File: src/rtl/systolic_pkg.sv
`default_nettype none
// ============================================================================
// Module  : systolic_pkg
// Brief   : Shared constants and types for the 4x4 systolic array output stage.
// Revision: 1.0  initial release
// ============================================================================
package systolic_pkg;

    localparam int N     = 4;
    localparam int ACC_W = 32;
    localparam int OUT_W = 16;

    localparam int NN    = N * N;
    localparam int IDX_W = $clog2(NN);
    localparam int RC_W  = $clog2(N);

    typedef enum logic [0:0] {
        IDLE   = 1'b0,
        STREAM = 1'b1
    } drain_state_t;

    typedef logic [IDX_W-1:0] tile_idx_t;
    typedef logic [RC_W-1:0]  coord_t;

endpackage
`default_nettype wire

File: src/rtl/result_drain_if.sv
`default_nettype none
// ============================================================================
// Module  : result_drain_if
// Brief   : Valid/ready result stream carrying saturated elements and coordinates.
// Revision: 1.0  initial release
// ============================================================================
interface result_drain_if;
    import systolic_pkg::*;

    logic             out_valid;
    logic             out_ready;
    logic [OUT_W-1:0] out_data;
    logic             out_sat;
    coord_t           out_row;
    coord_t           out_col;
    logic             out_last;

    modport master (
        output out_valid, out_data, out_sat, out_row, out_col, out_last,
        input  out_ready
    );

    modport slave (
        input  out_valid, out_data, out_sat, out_row, out_col, out_last,
        output out_ready
    );

endinterface
`default_nettype wire

File: src/rtl/sat_narrow.sv
`default_nettype none
// ============================================================================
// Module  : sat_narrow
// Brief   : Combinational signed saturating narrower, ACC_W to OUT_W bits.
// Revision: 1.0  initial release
// ============================================================================
module sat_narrow #(
    parameter int ACC_W = 32,
    parameter int OUT_W = 16
) (
    input  wire logic [ACC_W-1:0] acc,
    output logic      [OUT_W-1:0] value,
    output logic                  sat
);

    localparam int c_HEAD_W = ACC_W - OUT_W + 1;

    logic [c_HEAD_W-1:0] w_head;
    logic                w_fits;

    // The value fits when every bit from the OUT_W sign position upward agrees.
    assign w_head = acc[ACC_W-1:OUT_W-1];
    assign w_fits = (w_head == '0) || (w_head == '1);

    always_comb begin
        sat   = ~w_fits;
        value = acc[OUT_W-1:0];
        if (!w_fits) begin
            if (acc[ACC_W-1]) value = {1'b1, {(OUT_W-1){1'b0}}};
            else              value = {1'b0, {(OUT_W-1){1'b1}}};
        end
    end

endmodule
`default_nettype wire

File: src/rtl/result_drain.sv
`default_nettype none
// ============================================================================
// Module  : result_drain
// Brief   : Snapshots the PE accumulators and streams them row-major, saturated.
// Revision: 1.0  initial release
// ============================================================================
module result_drain
    import systolic_pkg::*;
(
    input  wire logic                 clk,
    input  wire logic                 rst,
    input  wire logic                 release_output,
    input  wire logic [NN*ACC_W-1:0]  acc_in,
    result_drain_if.master            dout,
    output logic                      drain_busy,
    output logic                      drain_done,
    output logic                      overrun_err
);

    drain_state_t     r_state, w_state_nxt;
    tile_idx_t        r_idx, w_idx_nxt;
    logic [ACC_W-1:0] r_buf [NN];
    logic             r_done, r_overrun;
    logic             w_load, w_xfer, w_last, w_done_nxt, w_overrun_set;

    assign w_last = (r_idx == tile_idx_t'(NN - 1));
    assign w_xfer = (r_state == STREAM) && dout.out_ready;

    always_ff @(posedge clk) begin
        if (rst) begin
            r_state   <= IDLE;
            r_idx     <= '0;
            r_done    <= 1'b0;
            r_overrun <= 1'b0;
            for (int i = 0; i < NN; i++) r_buf[i] <= '0;
        end else begin
            r_state <= w_state_nxt;
            r_idx   <= w_idx_nxt;
            r_done  <= w_done_nxt;
            if (w_overrun_set) r_overrun <= 1'b1;
            if (w_load) begin
                for (int i = 0; i < NN; i++) r_buf[i] <= acc_in[i*ACC_W +: ACC_W];
            end
        end
    end

    always_comb begin
        w_state_nxt   = r_state;
        w_idx_nxt     = r_idx;
        w_load        = 1'b0;
        w_done_nxt    = 1'b0;
        w_overrun_set = 1'b0;
        case (r_state)
            IDLE: begin
                if (release_output) begin
                    w_load      = 1'b1;
                    w_idx_nxt   = '0;
                    w_state_nxt = STREAM;
                end
            end
            STREAM: begin
                if (w_xfer) begin
                    w_idx_nxt = r_idx + 1'b1;
                    if (w_last) begin
                        w_done_nxt = 1'b1;
                        // A release coinciding with the final beat chains the next tile.
                        if (release_output) begin
                            w_load    = 1'b1;
                            w_idx_nxt = '0;
                        end else begin
                            w_state_nxt = IDLE;
                        end
                    end
                end
                if (release_output && !(w_xfer && w_last)) w_overrun_set = 1'b1;
            end
            default: w_state_nxt = IDLE;
        endcase
    end

    sat_narrow #(
        .ACC_W (ACC_W),
        .OUT_W (OUT_W)
    ) u_sat_narrow (
        .acc   (r_buf[r_idx]),
        .value (dout.out_data),
        .sat   (dout.out_sat)
    );

    // N is a power of two, so row/col are the upper/lower halves of idx.
    assign dout.out_valid = (r_state == STREAM);
    assign dout.out_row   = r_idx[IDX_W-1:RC_W];
    assign dout.out_col   = r_idx[RC_W-1:0];
    assign dout.out_last  = (r_state == STREAM) && w_last;

    assign drain_busy  = (r_state == STREAM);
    assign drain_done  = r_done;
    assign overrun_err = r_overrun;

endmodule
`default_nettype wire

File: src/flat_wrapper.sv
// flat-port wrapper written by rule: the top's interface ports become plain ports
module result_drain_flat import systolic_pkg::*;
  (clk, rst, release_output, acc_in, drain_busy, drain_done, overrun_err, dout_out_valid, dout_out_data, dout_out_sat, dout_out_row, dout_out_col, dout_out_last, dout_out_ready);
  result_drain_if dout_i ();
  input  wire logic clk;
  input  wire logic rst;
  input  wire logic release_output;
  input  wire logic [NN*ACC_W-1:0] acc_in;
  output logic drain_busy;
  output logic drain_done;
  output logic overrun_err;
  output wire logic [$bits(dout_i.out_valid)-1:0] dout_out_valid;
  output wire logic [$bits(dout_i.out_data)-1:0] dout_out_data;
  output wire logic [$bits(dout_i.out_sat)-1:0] dout_out_sat;
  output wire logic [$bits(dout_i.out_row)-1:0] dout_out_row;
  output wire logic [$bits(dout_i.out_col)-1:0] dout_out_col;
  output wire logic [$bits(dout_i.out_last)-1:0] dout_out_last;
  input wire logic [$bits(dout_i.out_ready)-1:0] dout_out_ready;
  assign dout_out_valid = dout_i.out_valid;
  assign dout_out_data = dout_i.out_data;
  assign dout_out_sat = dout_i.out_sat;
  assign dout_out_row = dout_i.out_row;
  assign dout_out_col = dout_i.out_col;
  assign dout_out_last = dout_i.out_last;
  assign dout_i.out_ready = dout_out_ready;
  result_drain u_core (.clk(clk), .rst(rst), .release_output(release_output), .acc_in(acc_in), .dout(dout_i), .drain_busy(drain_busy), .drain_done(drain_done), .overrun_err(overrun_err));
endmodule
File: config.mk
export PLATFORM = sky130hd
export DESIGN_NAME = result_drain_flat
export DESIGN_NICKNAME = d
export VERILOG_FILES = /design/src/rtl/systolic_pkg.sv /design/src/rtl/result_drain_if.sv /design/src/rtl/sat_narrow.sv /design/src/rtl/result_drain.sv /design/src/flat_wrapper.sv
export SDC_FILE = /design/constraint.sdc
export NUM_CORES = 1
export LEC_CHECK = 0
export CAP_MARGIN = 20
export CORE_AREA = 3 3 222 224
export CTS_BUF_LIST = sky130_fd_sc_hd__clkbuf_4 sky130_fd_sc_hd__clkbuf_8
export DETAILED_ROUTE_END_ITERATION = 16
export DIE_AREA = 0 0 225 227
export PLACE_DENSITY = 0.79
export SYNTH_ARGS = -nofsm -noshare
export SYNTH_HDL_FRONTEND = slang
export SYNTH_SLANG_ARGS = --single-unit
File: constraint.sdc
create_clock -name clk -period 20 [get_ports clk]
set_input_delay 4 -clock clk [delete_from_list [all_inputs] [get_ports clk]]
set_output_delay 4 -clock clk [all_outputs]
set_load 0.05 [all_outputs]
Yosys cells after proc, flatten, opt, wreduce, memory -nomap -nowiden
Memory sizes are Yosys's and may differ from the RTL's. A register that Yosys moved wholly into a read port is not among the register bits.
Cells that the tools add are included.
{"block": "op_classes", "addsub": 1, "eq_ne": 4, "n_mux": 40, "bitwise_logic": 19, "reduce_logical": 9}
{"operator": "2-to-1 mux 32 bit", "count": 16}
{"operator": "2-to-1 mux 16 bit", "count": 2}
{"operator": "2-to-1 mux 4 bit", "count": 6}
{"operator": "equality test 17 bit, second input constant", "count": 1}
{"operator": "zero test 17 bit", "count": 1}
{"operator": "bitwise OR 1 bit", "count": 16}
{"operator": "2-to-1 mux 1 bit", "count": 13}
{"operator": "one-hot mux 4 bit (2 select lines)", "count": 1}
{"operator": "adder 4 x 1 -> 4 bit, second input constant", "count": 1}
{"operator": "equality test 4 bit, second input constant", "count": 1}
{"operator": "logical AND 1 bit", "count": 4}
{"operator": "inequality test 2 bit, second input constant", "count": 2}
{"operator": "one-hot mux 1 bit (2 select lines)", "count": 2}
{"operator": "inverter 1 bit", "count": 3}
{"operator": "OR reduction 3 bit", "count": 1}
{"operator": "AND reduction 2 bit", "count": 1}
{"operator": "zero test 1 bit", "count": 1}
{"operator": "logical OR 1 bit", "count": 1}
{"block": "word_totals", "regBits": 7, "ramBits": 512, "inputBits": 516, "out_inout_bits": 26, "n_memories": 1}
{"name": "u_core.r_buf", "depth": 16, "width": 32, "read_ports": 1, "rd_ports_with_merged_regs": 1, "write_ports": 16, "line": "result_drain.sv:22", "rtl": "logic [ACC_W-1:0] r_buf [NN];"}

Depth between registers and ports, before layout
Gate-level depths: netlist of the first run.
{"block": "logic_depth", "ltp_word": 8, "depth_mapped": 12}

Modules after synthesis
A second synthesis of the first run with hierarchy kept.
{"block": "hier_totals", "cells_unflattened": 1427, "area_unflattened_um2": 23326.1}
{"module": "result_drain", "n_inst": 1, "cells_per_inst": 1396, "area_per_inst_um2": 23062.1}
{"module": "sat_narrow", "n_inst": 1, "cells_per_inst": 31, "area_per_inst_um2": 264.0}

Least setup slack after synthesis of the first run
OpenSTA, ideal clock, no wires.
{"block": "synth_path", "path_type": "input-to-reg", "start": "input port rst", "end": "memory u_core.r_buf[0][0], enable pin", "arrival_ns": 14.776, "t_required_ns": 19.121, "setup_slack_ns": 4.345, "stages": 3, "cell_sequence": "clkbuf_1 > buf_1 > a21o_1"}
{"element": "start: declaration", "line": "flat_wrapper.sv:6", "rtl": "input wire logic rst;"}
{"element": "end: declaration", "line": "result_drain.sv:22"}

==> results of run 1 <==
synth_stat cells, drive strengths merged, types with 11 or more instances:
library cell / count
and2: 325
a21oi: 24
edfxtp: 512
a22o: 12
nor2b: 196
nor3: 17
clkbuf: 71
mux4: 138
nand2: 11
mux2i: 14
buf: 33
dfxtp: 11
a21o: 16
nor2: 14
a22oi: 14
final timing paths:
| check | cells after the start | to | slack, ns |
|---|---|---|---|
| worst max register to register | 7 | u_core.r_buf[1][3] | 15.12 |
| worst max-delay path | 9 | dout_out_sat | 10.28 |
| worst min-delay path | 2 | u_core.overrun_err | 0.48 |
| worst min register to register | 2 | u_core.overrun_err | 0.48 |
worst register-to-register path: cells and delay by family, from the launching register on:
kind | cells | cell delay, ns
AND/OR/NAND/NOR | 1 | 0.09
adder cells (fa/ha/maj) | 1 | 0.21
buffers and inverters | 3 | 2.61
flip-flops | 1 | 0.42
AO/OA/AOI/OAI | 2 | 1.10
cell type report:
cell class / count / share of cell area [%]
inverters: 4 / 0.0481
diodes: 12 / 0.0963
repair buffers: 560 / 18.0
multi-input cells: 813 / 24.1
flip-flops and latches: 523 / 50.0
clock inverters: 35 / 0.509
clock buffers: 124 / 4.81
well taps: 615 / 2.47
per-layer routing:
layer,vias up,wire length [um],global-route usage [%]
met1,7346,26300,34.9
met3,128,5980,6.99
met4,4,1740,8.88
li1,6535,-,-
met2,755,31800,39.8
met5,-,30,0
registers in the layout, indices dropped and copies added, names as in the netlist, named ones only:
register               count
u_core.dout.out_valid      1
u_core.drain_done          1
u_core.overrun_err         1
u_core.r_buf             512
u_core.r_idx               4
power groups by stage:
stage                     Sequential, uW  Clock (uW)  Combinational [uW]
after floorplan                     1360           0                 145
after global placement              1340           0                 292
after detailed placement            1350           0                 296
after CTS                           1330         917                 298
after global routing                1330         970                 318
final                               1330         902                 299
kinds of logic (layout without fill, tap and decap cells):
kind of cell	Yosys count	in the layout	synth area share (%)
buffers and inverters	108	723	2.22
AND/OR/NAND/NOR	576	576	15.2
flip-flops	523	523	66.1
multiplexers	152	152	14.0
AO/OA/AOI/OAI	84	84	2.51
other	0	12	0
adder cells (fa/ha/maj)	1	1	0.0530
metrics by stage:
stage / power, uW / cells / hold slack, ns / cell area (um2) / utilization [%]
5_1_grt: 2620 / 2681 / 0.518 / 31200 / 65.6
3_3_place_gp: 1640 / 2512 / 0.457 / 29400 / 61.9
3_5_place_dp: 1640 / 2512 / 0.466 / 29400 / 61.9
4_1_cts: 2540 / 2671 / 0.488 / 31100 / 65.4
6_report: 2530 / 2686 / 0.482 / 31200 / 65.6
2_1_floorplan: 1510 / 1444 / 0.710 / 23600 / -
==> flow_summary.yaml, run 1 <==
outcome:
  status: "finished, final reports clean"
clocking:
  ctsHoldBuffers: 0
  clockRootBuffer: "clkbuf_8"
  cts_resized: 0
  cts_max_level: 3
  cts.sinks: 523
  cts_buffers: 86
  postCtsSetupBuffers: 0
  clkLatencyLatePin_ns: 0.66
  path_clk_slew_ns: 0.06
  cts_tree: "yes"
  clk_path_buf_depth: 3
global_routing:
  grt_max_degree: 143
  grt-ovfl-total: 0
  grt_pass1_wl_um: 94400
  grt_pass1_vias: 15200
  antenna_found_initial: 9
  grt_usage_pct: 25.4
logic_synthesis:
  ys_seq_area_share_pct: 66.1
  synthArstFlopShare_pct: 0
  synth-edff-count: 512
  synth.distinct_cells: 38
  synth_largest_area_cell: "edfxtp_1"
  ys.flop_type: "edfxtp_1"
  syn-num-nets: 1961
  synth_top_area_share_pct: 65.1
  synth_cells: 1444
  post_synth_instance_area_um2: 23600
  ys_ff_latch: 523
  synth_area_leaders: "edfxtp_1 65%, mux4_2 12%, and2_1 8.6%"
  yosys_warnings: 0
  avgSynthCellArea_um2: 16.3
die:
  ios: 542
  die_w_um: 225
  die_area_um2: 51100
  core_um2: 47500
  die_h_um: 227
  rows: 80
  start_util_pct: 49.7
critical_path:
  endpoint_kind: "output pin"
  path_buf_inv: 3
  cp_top_family: "buffers and inverters"
  r2r_start: "u_core.r_idx[0]"
  cp_data_required_time_ns: 16.00
  cp_data_arrival_time_ns: 5.72
  cp_max_fo: 49
  start_kind: "register"
  setup.worst_path.class: "register to output pin"
  max_stage_delay_ns: 0.96
  slowest_stage: "dfxtp_4"
  crit_chain: "buf_4, buf_16, mux4_1, a22oi_1, o211ai_1, nor4_4, and2_1, mux2i_1, clkdlybuf4s50_1"
timing:
  min_period_ns: 9.72
  finalWorstSetupSlack_ns: 10.28
  drv_slew: 0
  rsz0062_at_grt: "no"
  final_hold_viol_count: 0
  worst_pin_slew_ns: 1.11
  fmax_mhz: 103
  fin_skew_ns: 0.0250
  slew_headroom_pct: 25.9
  fin_setup_tns_ns: 0
  finalCritPeriodShare_pct: 48.6
  setup_viol: 0
power_and_ir_drop:
  total_leakage_power_uw: 0.0113
  p_int_uw: 1950
  ir_drop_mv: 0.0469
  pwr-share-seq_pct: 52.5
  swShare_pct: 22.9
  powerDensity_nw_per_um2: 81.0
  pwr-share-clk_pct: 35.7
  p_sw_uw: 578
  combPwrFrac_pct: 11.8
layout:
  layout_common_cells: "540 x clkdlybuf4s50_1, 512 x edfxtp_1, 325 x and2_1"
  fillerInstances: 3279
  final_nets: 2505
  layout_commonest_cell: "clkdlybuf4s50_1"
  drive_gt1_share_pct: 14.5
  multi_input_area_um2: 7510
  area_growth_syn_to_layout_pct: 32.1
  regArea_um2: 15600
route:
  ant_nets: 0
  vias: 14800
  post_drt_wl_per_cell_um: 24.5
  drc: 0
  dr.pass1.iters: 5
  drt-total-wl_um: 65800
  viasPerCell: 5.50
  drt_iter0_drc: 1543
placement:
  place.gp.congestion: 0.894
  dp_slack_ns: 10.35
  io_buffer_count: 541
  dpl.hpwl_um: 47100
min_path:
  hp-start: "u_core.overrun_err"
  hp-class: "register to register"
job:
  cap_violations: 0
Power figures use the tool's default switching activity.
==> run 2, diff against run 1 <==
- clock period: 20 -> 9.58 ns (I/O delays scaled with it)
==> run 2 against run 1 <==
Wire length is 2.5% higher. First-iteration DRC count is 10% higher. Clock-buffer cell count shrank 2. Worst hold slack got worse by 0.012 ns. Clock skew decreased by 0.0012 ns. Clock power up 120%. Cell area about the same. Cell count fell by 0.15%. Worst setup slack got worse by 8.1 ns. Sequential power rose by 110%. Utilization up 0.053 points. Sequential share of layout area hardly changed. Critical path type unchanged. Critical endpoint is now dout_out_data[2]. Largest power group unchanged.
==> flow_summary.yaml, run 2 (same netlist as run 1, synthesis figures left out) <==
critical_path:
  r2r_slack_ns: 6.53
  cp_max_fo: 40
  r2r_start: "u_core.r_idx[0]"
  crit_chain: "buf_4, mux4_2, a22o_1, a221oi_2, o211ai_1, nor4_4, a21oi_1, a21o_1, clkdlybuf4s50_1"
  slowest_stage: "nor4_4"
  start_kind: "register"
  endpoint_kind: "output pin"
  cp_data_required_time_ns: 7.66
  setup.worst_path.class: "register to output pin"
  rr_worst_depth: 5
  cp_data_arrival_time_ns: 5.46
  max_stage_delay_ns: 0.85
global_routing:
  grt_usage_pct: 26.0
  grt-ovfl-total: 0
  antenna_found_initial: 15
  grt_pass1_wl_um: 96400
  grt_max_degree: 321
  grt_pass1_vias: 15300
route:
  viasPerCell: 5.49
  post_drt_wl_per_cell_um: 25.2
  drt-total-wl_um: 67500
  drc: 0
  ant_nets: 0
  drt_iter0_drc: 1697
  vias: 14700
  dr.pass1.iters: 8
power_and_ir_drop:
  total_leakage_power_uw: 0.0113
  powerDensity_nw_per_um2: 172
  ir_drop_mv: 0.0979
timing:
  final_hold_viol_count: 0
  fin_skew_ns: 0.0238
  rsz0062_at_grt: "no"
  worst_pin_slew_ns: 1.34
  drv_slew: 0
  fin_setup_tns_ns: 0
  min_period_ns: 7.38
  setup_viol: 0
  fmax_mhz: 135
  finalCritPeriodShare_pct: 77.0
  slew_headroom_pct: 10.8
layout:
  final_nets: 2503
  top_regs: "u_core.r_buf x512, u_core.r_idx x4"
  layoutNonFillerInstCount: 2682
  drive_gt1_share_pct: 14.4
  fillerInstances: 3347
  layout_common_cells: "540 x clkdlybuf4s50_1, 512 x edfxtp_1, 325 x and2_1"
  largest_reg_flops: 512
  area_growth_syn_to_layout_pct: 32.2
  layout_commonest_cell: "clkdlybuf4s50_1"
  regMostFlops: "u_core.r_buf"
  final_area_um2: 31200
clocking:
  postCtsSetupBuffers: 0
  clk_path_buf_depth: 3
  clockRootBuffer: "clkbuf_8"
  cts_buffers: 88
  cts_max_level: 3
  cts_resized: 0
  cts.sinks: 523
  ctsHoldBuffers: 0
  cts_tree: "yes"
  path_clk_slew_ns: 0.06
  clkLatencyLatePin_ns: 0.66
placement:
  postPlaceCellArea_um2: 29500
  io_buffer_count: 541
  place_inst: 2510
  place.gp.congestion: 0.896
  dpl.hpwl_um: 47700
die:
  start_util_pct: 49.7
  die_h_um: 227
  die_w_um: 225
  ios: 542
  core_um2: 47500
  rows: 80
  die_area_um2: 51100
job:
  cap_violations: 0
min_path:
  hp-start: "u_core.overrun_err"
  hold-path-cell-count: 2
  hp-class: "register to register"
outcome:
  status: "finished, final reports clean"
## run 2: area by class of cell
class	count	area, um2	area share, %
Multi-Input combinational cell	813	7510	24.1
Inverter	4	15.0	0.0481
Clock inverter	36	229	0.733
Antenna cell	13	32.5	0.104
Sequential cell	523	15600	50.0
Tap cell	615	769	2.46
Timing Repair Buffer	556	5570	17.9
Clock buffer	122	1490	4.76
## run 2: metrics by stage
step                      setup slack, ns  power (uW)  hold slack [ns]  utilization (%)
after global placement               2.90        3420            0.455             62.0
after floorplan                     0.539        3110            0.710                -
after detailed placement             2.79        3440            0.464             62.0
after CTS                            2.05        5400            0.480             65.6
after global routing                 1.84        5560            0.507             65.7
final                                2.20        5370            0.470             65.7
## run 2: where the power goes
part | leakage, uW | total, uW | switching [uW] | internal, uW
logic | 0.00479 | 628 | 277 | 351
registers | 0.00558 | 2770 | 58.6 | 2710
clock network | 0.000905 | 1970 | 911 | 1060
## run 2: worst max-delay path: cells and delay by family, from the launching register on
kind	cells	cell delay (ns)
buf+inv	2	1.48
compound gates	5	1.01
simple gates	1	0.85
flops	1	0.83
mux	1	0.60
## run 2: layer usage
layer  global-route usage, %  vias up  share of wire [%]
met5                       0        -              0.019
met4                    9.10        2                2.6
met3                    6.13       94                8.7
met2                    42.5      766                 50
met1                    34.9     7337                 39
li1                        -     6526                  -
## run 2: final timing paths
path | end
setup reg to reg | u_core.r_buf[14][13]
hold / removal | u_core.overrun_err
hold reg to reg | u_core.overrun_err
setup / recovery | dout_out_data[2]
